File: src/rtl/safecrack_pkg.sv
// safecrack_pkg: shared button constants, conditioner state encoding and press-code helper
package safecrack_pkg;

    localparam logic [3:0] BTN_NONE = 4'b1111;
    localparam int         MAX_BTN  = 32;

    typedef enum logic [4:0] {
        IDLE      = 5'b00001,
        DEB_PRESS = 5'b00010,
        EMIT      = 5'b00100,
        WAIT_REL  = 5'b01000,
        DEB_REL   = 5'b10000
    } cond_state_t;

    // Callers pad unused upper bits with ones so only real buttons can count as pressed
    function automatic logic is_single_press(input logic [MAX_BTN-1:0] code);
        return $countones(~code) == 1;
    endfunction

endpackage

File: src/rtl/safecrack_btn_conditioner_sync.sv
// safecrack_sync: SYNC_STAGES-deep per-bit synchroniser for the raw KEY pins, resets to released
module safecrack_sync #(
    parameter int NUM_BTN     = 4,
    parameter int SYNC_STAGES = 2
) (
    input  logic               clk,
    input  logic               rst,
    input  logic [NUM_BTN-1:0] d,
    output logic [NUM_BTN-1:0] q
);

    logic [SYNC_STAGES-1:0][NUM_BTN-1:0] sync_q, sync_d;

    // Shift the raw pins one stage further down the chain each cycle
    always_comb sync_d = {sync_q[SYNC_STAGES-2:0], d};

    // Chain register; released (all ones) out of reset so no phantom press appears
    always_ff @(posedge clk) begin
        if (!rst) sync_q <= '1;
        else      sync_q <= sync_d;
    end

    assign q = sync_q[SYNC_STAGES-1];

endmodule

File: src/rtl/safecrack_btn_conditioner.sv
// safecrack_btn_conditioner: sync + debounce of active-low keys into one-cycle press codes.
// Define SAFECRACK_BTN_AUTOREPEAT_EN to re-emit a held single button every REPEAT_CYCLES.
module safecrack_btn_conditioner
    import safecrack_pkg::*;
#(
    parameter int NUM_BTN         = 4,
    parameter int SYNC_STAGES     = 2,
    parameter int DEBOUNCE_CYCLES = 1_000_000,
    parameter int REPEAT_CYCLES   = 25_000_000
) (
    input  logic               clk,
    input  logic               rst,
    input  logic [NUM_BTN-1:0] btn_raw,
    output logic [NUM_BTN-1:0] btn_out,
    output logic               btn_valid,
    output logic               multi_press,
    output logic               busy
);

    localparam int CNT_MAX = (DEBOUNCE_CYCLES > REPEAT_CYCLES) ? DEBOUNCE_CYCLES : REPEAT_CYCLES;
    localparam int CNT_W   = $clog2(CNT_MAX) + 1;
    localparam logic [CNT_W-1:0]   DEB_LAST = CNT_W'(DEBOUNCE_CYCLES - 1);
    localparam logic [CNT_W-1:0]   CNT_ONE  = CNT_W'(1);
    localparam logic [NUM_BTN-1:0] NONE     = '1;
`ifdef SAFECRACK_BTN_AUTOREPEAT_EN
    localparam logic [CNT_W-1:0]   REP_LAST = CNT_W'(REPEAT_CYCLES - 1);
    logic rep_q, rep_d;
`endif

    cond_state_t        state_q, state_d;
    logic [NUM_BTN-1:0] code_q, code_d, btn_out_q, btn_out_d, sync;
    logic [CNT_W-1:0]   cnt_q, cnt_d;
    logic               btn_valid_q, btn_valid_d, multi_q, multi_d, busy_q, busy_d;

    safecrack_sync #(
        .NUM_BTN    (NUM_BTN),
        .SYNC_STAGES(SYNC_STAGES)
    ) u_sync (
        .clk(clk),
        .rst(rst),
        .d  (btn_raw),
        .q  (sync)
    );

    // Next state, debounce counting and registered-output values
    always_comb begin
        state_d = state_q;
        code_d  = code_q;
        cnt_d   = cnt_q;
        multi_d = 1'b0;
`ifdef SAFECRACK_BTN_AUTOREPEAT_EN
        rep_d   = 1'b0;
`endif
        case (state_q)
            IDLE: if (sync != NONE) begin
                code_d  = sync;
                cnt_d   = '0;
                state_d = DEB_PRESS;
            end
            DEB_PRESS: if (sync == NONE) state_d = IDLE;
            else if (sync != code_q) begin
                code_d = sync;
                cnt_d  = '0;
            end else if (cnt_q == DEB_LAST) begin
                if (is_single_press({{(MAX_BTN-NUM_BTN){1'b1}}, code_q})) state_d = EMIT;
                else begin
                    multi_d = 1'b1;
                    state_d = WAIT_REL;
                end
            end else cnt_d = cnt_q + CNT_ONE;
            EMIT: begin
                cnt_d   = '0;
                state_d = WAIT_REL;
`ifdef SAFECRACK_BTN_AUTOREPEAT_EN
                rep_d   = 1'b1;
`endif
            end
            WAIT_REL: if (sync == NONE) begin
                cnt_d   = '0;
                state_d = DEB_REL;
            end
`ifdef SAFECRACK_BTN_AUTOREPEAT_EN
            else if (rep_q && sync == code_q) begin
                rep_d = 1'b1;
                if (cnt_q == REP_LAST) begin
                    cnt_d   = '0;
                    state_d = EMIT;
                end else cnt_d = cnt_q + CNT_ONE;
            end
`endif
            DEB_REL: if (sync != NONE) state_d = WAIT_REL;
            else if (cnt_q == DEB_LAST) state_d = IDLE;
            else cnt_d = cnt_q + CNT_ONE;
            default: state_d = IDLE;
        endcase
        btn_valid_d = state_d == EMIT;
        btn_out_d   = (state_d == EMIT) ? code_d : NONE;
        busy_d      = state_d != IDLE;
    end

    // State, counter and output registers
    always_ff @(posedge clk) begin
        if (!rst) begin
            state_q     <= IDLE;
            code_q      <= NONE;
            cnt_q       <= '0;
            btn_out_q   <= NONE;
            btn_valid_q <= 1'b0;
            multi_q     <= 1'b0;
            busy_q      <= 1'b0;
`ifdef SAFECRACK_BTN_AUTOREPEAT_EN
            rep_q       <= 1'b0;
`endif
        end else begin
            state_q     <= state_d;
            code_q      <= code_d;
            cnt_q       <= cnt_d;
            btn_out_q   <= btn_out_d;
            btn_valid_q <= btn_valid_d;
            multi_q     <= multi_d;
            busy_q      <= busy_d;
`ifdef SAFECRACK_BTN_AUTOREPEAT_EN
            rep_q       <= rep_d;
`endif
        end
    end

    assign btn_out     = btn_out_q;
    assign btn_valid   = btn_valid_q;
    assign multi_press = multi_q;
    assign busy        = busy_q;

endmodule

File: config.mk
export PLATFORM = sky130hd
export DESIGN_NAME = safecrack_btn_conditioner
export DESIGN_NICKNAME = d
export VERILOG_FILES = /design/src/rtl/safecrack_pkg.sv /design/src/rtl/safecrack_btn_conditioner_sync.sv /design/src/rtl/safecrack_btn_conditioner.sv
export SDC_FILE = /design/constraint.sdc
export NUM_CORES = 1
export LEC_CHECK = 0
export CAP_MARGIN = 20
export CORE_AREA = 8 8 63 105
export CTS_CLUSTER_DIAMETER = 200
export DETAILED_ROUTE_END_ITERATION = 12
export DIE_AREA = 0 0 71 113
export PLACE_DENSITY_LB_ADDON = 0.05
export SYNTH_ARGS = -nofsm -noshare
export SYNTH_HDL_FRONTEND = slang
export SYNTH_SLANG_ARGS = --single-unit
File: constraint.sdc
create_clock -name clk -period 5.6 [get_ports clk]
set_input_delay 1.12 -clock clk [delete_from_list [all_inputs] [get_ports clk]]
set_output_delay 1.12 -clock clk [all_outputs]
set_load 0.03 [all_outputs]
==> summary.md, run 1 <==
| Metric | Value |
|---|---|
| Outcome | completed |
| R2R depth | 6 |
| Final count of negative-setup-slack endpoints | 0 |
| FF-to-FF setup slack | 3.08 ns |
| Post-cts sizing count | 0 |
| Largest net degree at the start of global routing | 27 |
| Final Hold Viols | 0 |
| Initial antenna violation count | 0 |
| Slew of the pin with the lowest slew margin | 0.708 ns |
| Via count | 2019 |
| Final worst-path cycle share | 45.0% |
| Final min period | 2.52 ns |
| Hold path depth | 1 |
| Netlist cell types | 43 |
| Post-CTS Setup Repair Bufs | 0 |
| NumNets Final | slightly above 300 |
| Total track usage | 15.1% |
| Max Clk Rate | 397 MHz |
| Worst Setup Start Kind | flop |
| Filler cells | 521 |
| CP endpoint kind | flop |
| First-pass GRT wire length | about 9700 um |
| Final Max Tran Viols | 0 |
| P&R area growth vs syn | 8.65% |
| CTS H-tree depth | 2 |
| GP Congestion | 0.855 |
| Worst endpoint required time | 5.81 ns |
| Synth Area per Inst | 8.59 um2 |
| Clock-pin slew on the worst setup and hold paths | 0.11 ns |
| Die Ht | approximately 110 um |
| Hold buffer count at CTS | 0 |
| Ratio of cells with drive above 1 in the final layout | 7.82% |
| Hold path endpoint | u_sync.q[1] |
| Skew-Pair Late Insertion Delay | 0.31 ns |
| Routed Antenna Nets | 0 |
| Drt total wl | 5760 um |
| Cts bufs inserted | 5 |
| Worst VDD drop | between 0.00015 and 0.0002 V |
| DRC | 0 |
| DR vias/cell | 5.79 |
| Vias in the first global route | 2036 |
| RSZ-0062 raised after global routing | no |
| Setup TNS | 0 ns |
| Setup ws final | 3.08 ns |
| Initial Utilization | a little under half |
| TritonCTS clock tree | done |
| ANT cells | 0 |
| Num rows | 35 |
| Critical R2R Launch | state_q[2] |
| Die X | 71 um |
| Critical Setup Path Class | flop to flop |
| Mapped Nets | between 200 and 300 |
| Max FO, Critical Path | 16 |
| Register bit total from synthesis | 50 |
| Remaining Overflow, GRT | 0 |
| Root Driver | clkbuf_8 |
| Leakage | 0.872 nW |
| Clk buf depth | 2 |
| First-pass DRT Iterations | 4 |
| Avg WL per Cell | 16.5 um |
| Power Density | approximately 260 nW/um2 |
| Final clock skew | 0.00710 ns |
| CORE AREA | 5170 um2 |
| Port Buffers | 12 |
| Syn Std Cell Area | 2470 um2 |
| IO Count | 13 |
| Max Cap Violations | 0 |
| Clk sink count | 50 |
| Startpoint of the worst hold path | u_sync.sync_d[5] |
| Min-Delay Path Class | flop to flop |
| DRT iter0 DRCs | 181 |
| Max_slew headroom | 52.8% |
| Worst EP arrival | approximately 2.7 ns |
| Synth Warn # | 0 |
| RR Endpoint | cnt_q[19] |
| Cell count after synthesis | 288 |
| Pre-CTS setup slack | 2.73 ns |
| Register area share after synthesis | 40.4% |
| Post-DP HPWL | just over 4000 um |
| Die area | ~8000 um2 |
[report_power, final]
| part | leakage, nW | total [mW] | internal [mW] | switching (mW) |
|---|---|---|---|---|
| clock network | 0.0447 | 0.227 | 0.0906 | 0.137 |
| registers | 0.406 | 0.378 | 0.365 | 0.0123 |
| logic | 0.422 | 0.101 | 0.0369 | 0.0638 |
| total | 0.872 | 0.706 | 0.493 | 0.213 |
[metal layers]
layer | routed length [um] | GRT usage (%)
met5 | 0 | 0
met4 | 150 | 7.55
met2 | 3060 | 27.9
met1 | 2400 | 15.5
met3 | 149 | 3.01
[sequential cells by signal (all words and copies together) (netlist names)]
signal	cells
state_q	5
busy	1
multi_press	1
cnt_q	26
u_sync.q	4
btn_out	4
u_sync.sync_d	4
btn_valid	1
code_q	4
[metrics by stage]
step                      hold slack (ns)  total power, mW  area (um2)  utilization [%]  std cells
after detailed placement            0.394            0.484        2580             49.9        339
after CTS                           0.420            0.707        2670             51.7        347
after global routing                0.428            0.736        2690             52.0        349
after floorplan                     0.386            0.459        2470                -        288
after global placement              0.396            0.484        2580             49.9        339
final                               0.415            0.706        2690             52.0        349
[area by class of cell]
class | count | area [um2] | share of cell area (%)
multi-input combinational | 213 | 1350 | 50.3
sequential | 50 | 1000 | 37.2
timing repair buffer | 15 | 144 | 5.35
clock buffer | 5 | 68.8 | 2.56
tap | 55 | 68.8 | 2.56
inverter | 8 | 30.0 | 1.12
clock inverter | 3 | 25.0 | 0.931
[worst max-delay path, stage by stage, from the launching register on]
cell	delay (ns)
dfxtp_1	0.64
or3b_2	0.48
o31ai_1	0.15
a21oi_1	0.25
o31ai_4	0.57
buf_6	0.26
nor2_1	0.07
[worst max path at each step]
| stage | startpoint | end | slack [ns] | cells after the start |
|---|---|---|---|---|
| finish | state_q[2] | cnt_q[19] | 3.08 | 6 |
| CTS | state_q[2] | cnt_q[11] | 2.79 | 5 |
| floorplan | code_q[0] | btn_out[3] | 3.49 | 8 |
| global route | code_q[0] | btn_out[2] | 2.95 | 8 |
| detailed placement | rst | btn_out[2] | 2.73 | 4 |
| global placement | rst | btn_out[3] | 2.79 | 4 |
[synth_stat cells]
library cell  number  share of area (%)
nor4_2             1               0.51
or2_1              2               0.51
xor2_1             1               0.35
buf_2              4               0.81
nor3_1            16                3.2
o211ai_1           2               0.61
clkbuf_1           9                1.4
a21oi_2            1               0.35
a21oi_1            9                1.8
o31ai_1            1               0.30
a2111oi_4          1                1.1
o31ai_4            2                1.7
o21ai_2            1               0.35
nand2_1           27                4.1
or2_2              1               0.25
inv_1              8                1.2
nor2_1            33                5.0
fa_1               1               0.81
ha_1               3                1.5
or3_1              3               0.76
and4_1             4                1.4
and2_1             2               0.51
nand4_1           16                4.0
nor3b_1            2               0.61
buf_6              3                1.4
o21ai_0            5                1.0
clkbuf_2           1               0.20
o21ai_1            1               0.20
nor4_1            14                3.5
xnor2_1           29                 10
o22ai_1            4                1.0
nor4b_1            4                1.4
a41o_1             1               0.40
mux2_2             1               0.45
dfxtp_1           50                 40
nand2b_1           8                2.0
or4_1              1               0.30
nand3_1            7                1.4
nor3_2             1               0.40
mux2i_1            1               0.40
nor2_2             2               0.51
or3b_2             1               0.35
and3_1             4                1.0
[cells by family (layout without fill, tap and decap cells)]
group           Yosys count  in the layout  share of synthesized area, %
buf+inv                  25             31                          4.95
compound gates           28             28                          8.90
fa+ha+maj                 4              4                          2.33
mux                       2              2                         0.859
simple gates            149            149                          31.9
flops                    50             50                          40.4
xor+xnor                 30             30                          10.6
[cells in the final DEF (no fill, tap or decap), drive strengths merged, types with 2 or more instances in the layout]
cell,instances
dfxtp,50
nor2,35
xnor2,29
nand2,27
nor3,17
nand4,16
nor4,15
clkdlybuf4s50,12
a21oi,10
inv,9
nand2b,8
nand3,7
o21ai,7
clkbuf,6
and3,4
and4,4
nor4b,4
o22ai,4
or3,3
ha,3
or2,3
o31ai,3
and2,2
o211ai,2
nor3b,2
buf,2
(Power assumes the default switching activity.)
==> inputs of run 2 (changes only) <==
Clock period 5.6 ns to 2.3 ns, I/O delays scaled along.
==> run 2 against run 1 <==
Effect of this change:
- first-iteration DRC count shrank 32%
- hold slack better by 0.0091 ns
- die area is the same
- non-clock buffer count rose by 23
- design area increased by 7.5%
- maximum frequency is 16% higher
- via count increased by 3.4%
- critical endpoint is now cnt_q[23]
- flip-flop and latch count unchanged
- total power rose by 150%
- final cell count grew 6.6%
- combinational power grew to 3.0 times the previous value
- critical path type unchanged
- critical path depth is the same
==> summary.md, run 2 (synthesized netlist as in run 1, its figures left out) <==
| Metric | Value |
|---|---|
| Cell count after placement | about 360 |
| Routed Antenna Nets | 0 |
| Pre-CTS setup slack | approximately 0.080 ns |
| Power Density | ~610 nW/um2 |
| WL met2 | 3300 um |
| Vias in the first global route | 2141 |
| Worst VDD drop | 0.000444 V |
| Remaining Overflow, GRT | 0 |
| Critical Setup Path Class | flop to flop |
| Initial Utilization | 47.9% |
| Ratio of cells with drive above 1 in the final layout | 15.1% |
| Die Ht | 113 um |
| Commonest non-fill, non-tap cells in the layout | dfxtp_1 (50), nor2_1 (32), xnor2_1 (29) |
| GP Congestion | 0.868 |
| Root Driver | clkbuf_8 |
| Post-CTS Setup Repair Bufs | 0 |
| Worst EP arrival | 2.41 ns |
| CTS H-tree depth | 2 |
| Largest register FFs | 26 |
| Via count | 2087 |
| ANT cells | 0 |
| Final Instance Area | between 2000 and 3000 um2 |
| Final min period | 2.16 ns |
| Largest net degree at the start of global routing | 27 |
| Max_slew headroom | 61.1% |
| Avg WL per Cell | between 15 and 20 um |
| Commonest non-fill, non-tap cell in the layout | dfxtp_1 |
| Max Used Layer | met4 |
| Post-cts sizing count | 0 |
| Final worst-path cycle share | 94.1% |
| IO Count | 13 |
| Final core occ | approximately 56% |
| Total track usage | 15.2% |
| TritonCTS clock tree | done |
| Clock-pin slew on the worst setup and hold paths | roughly 0.1 ns |
| First-pass GRT wire length | 9850 um |
| Post-Route M1 WL | 2280 um |
| Setup TNS | 0 ns |
| Final count of negative-setup-slack endpoints | 0 |
| DR vias/cell | 5.61 |
| Placed Area | 2780 um2 |
| Setup ws final | 0.136 ns |
| DRT iter0 DRCs | 123 |
| Filler cells | 479 |
| P&R area growth vs syn | 16.8% |
| Skew-Pair Late Insertion Delay | 0.31 ns |
| Final Max Tran Viols | 0 |
| Max Cap Violations | 0 |
| Clk sink count | 50 |
| Post-DP HPWL | roughly 4400 um |
| Worst Setup Start Kind | flop |
| Largest registers | cnt_q: 26 flops, state_q: 5 flops |
| Met3 wire length | 128 um |
| Port Buffers | 12 |
| Cts bufs inserted | 5 |
| Max Clk Rate | 462 MHz |
| NumNets Final | 326 |
| Drt total wl | 5870 um |
| First-pass DRT Iterations | 5 |
| Die X | between 70 and 80 um |
| Initial antenna violation count | 0 |
| Outcome | completed |
| Hold buffer count at CTS | 0 |
| Reg with most FFs | cnt_q |
| Final clock skew | 0.00824 ns |
| Post-route insts no fill | 372 |
| RSZ-0062 raised after global routing | no |
| Max FO, Critical Path | 16 |
| Leakage | approximately 1.0 nW |
| Clk buf depth | 2 |
| CORE AREA | 5170 um2 |
| Worst endpoint required time | 2.54 ns |
| CP endpoint kind | flop |
| Min-Delay Path Class | flop to flop |
| Die area | 8020 um2 |
| Final Hold Viols | 0 |
| Slew of the pin with the lowest slew margin | 0.578 ns |
| Num rows | 35 |
| DRC | 0 |
-- run 2: cell count changes in the layout (fill, tap and decap cells not counted), sizes merged --
| cell | before | now |
|---|---|---|
| buf | 2 | 26 |
| clkinvlp | 1 | 0 |
| inv | 9 | 10 |
| clkbuf | 6 | 5 |
-- run 2: final timing paths --
check / start / to / slack [ns] / cells after the start
worst max-delay path: state_q[4] / cnt_q[23] / 0.14 / 6
worst min-delay path: u_sync.sync_d[5] / u_sync.q[1] / 0.42 / 1
worst max register to register: state_q[4] / cnt_q[23] / 0.14 / 6
worst min register to register: u_sync.sync_d[5] / u_sync.q[1] / 0.42 / 1
-- run 2: per-layer routing --
layer  track usage, %  vias to the layer above
li1                 -                     1066
met1             14.3                      981
met2             29.8                       28
met3             2.75                       12
met4             7.83                        0
met5                0                        -
-- run 2: area by class of cell --
class                   count  area [um2]  area share, %
repair buffers             38         328           11.3
clock inverters             3        28.8          0.995
well taps                  55        68.8           2.38
inverters                   8        30.0           1.04
clock buffers               5        68.8           2.38
multi-input cells         213        1370           47.3
flip-flops and latches     50        1000           34.6
-- run 2: worst max-delay path, cell delays in order, from the launching register on --
cell     delay [ns]
dfxtp_1        0.38
or2_1          0.38
o31ai_4        0.38
o21ai_4        0.21
or2_1          0.27
or3_1          0.34
a21oi_1        0.14
-- run 2: report_power, final --
part / internal [mW] / leakage (nW) / switching [mW]
Clock: 0.228 / 0.0506 / 0.323
Combinational: 0.126 / 0.548 / 0.172
Sequential: 0.889 / 0.406 / 0.0209
Total: 1.24 / 1.00 / 0.516
-- run 2: per-stage QoR --
| step | total power [mW] | hold slack, ns |
|---|---|---|
| final | 1.76 | 0.424 |
| after CTS | 1.78 | 0.426 |
| after detailed placement | 1.22 | 0.401 |
| after floorplan | 1.12 | 0.386 |
| after global routing | 1.84 | 0.430 |
| after global placement | 1.22 | 0.390 |
==> inputs of run 3 (changes only) <==
Settings changed: SLEW_MARGIN set to 10.
==> results of run 3 <==
Final layout, timing and power as in run 2 (identical DEF).
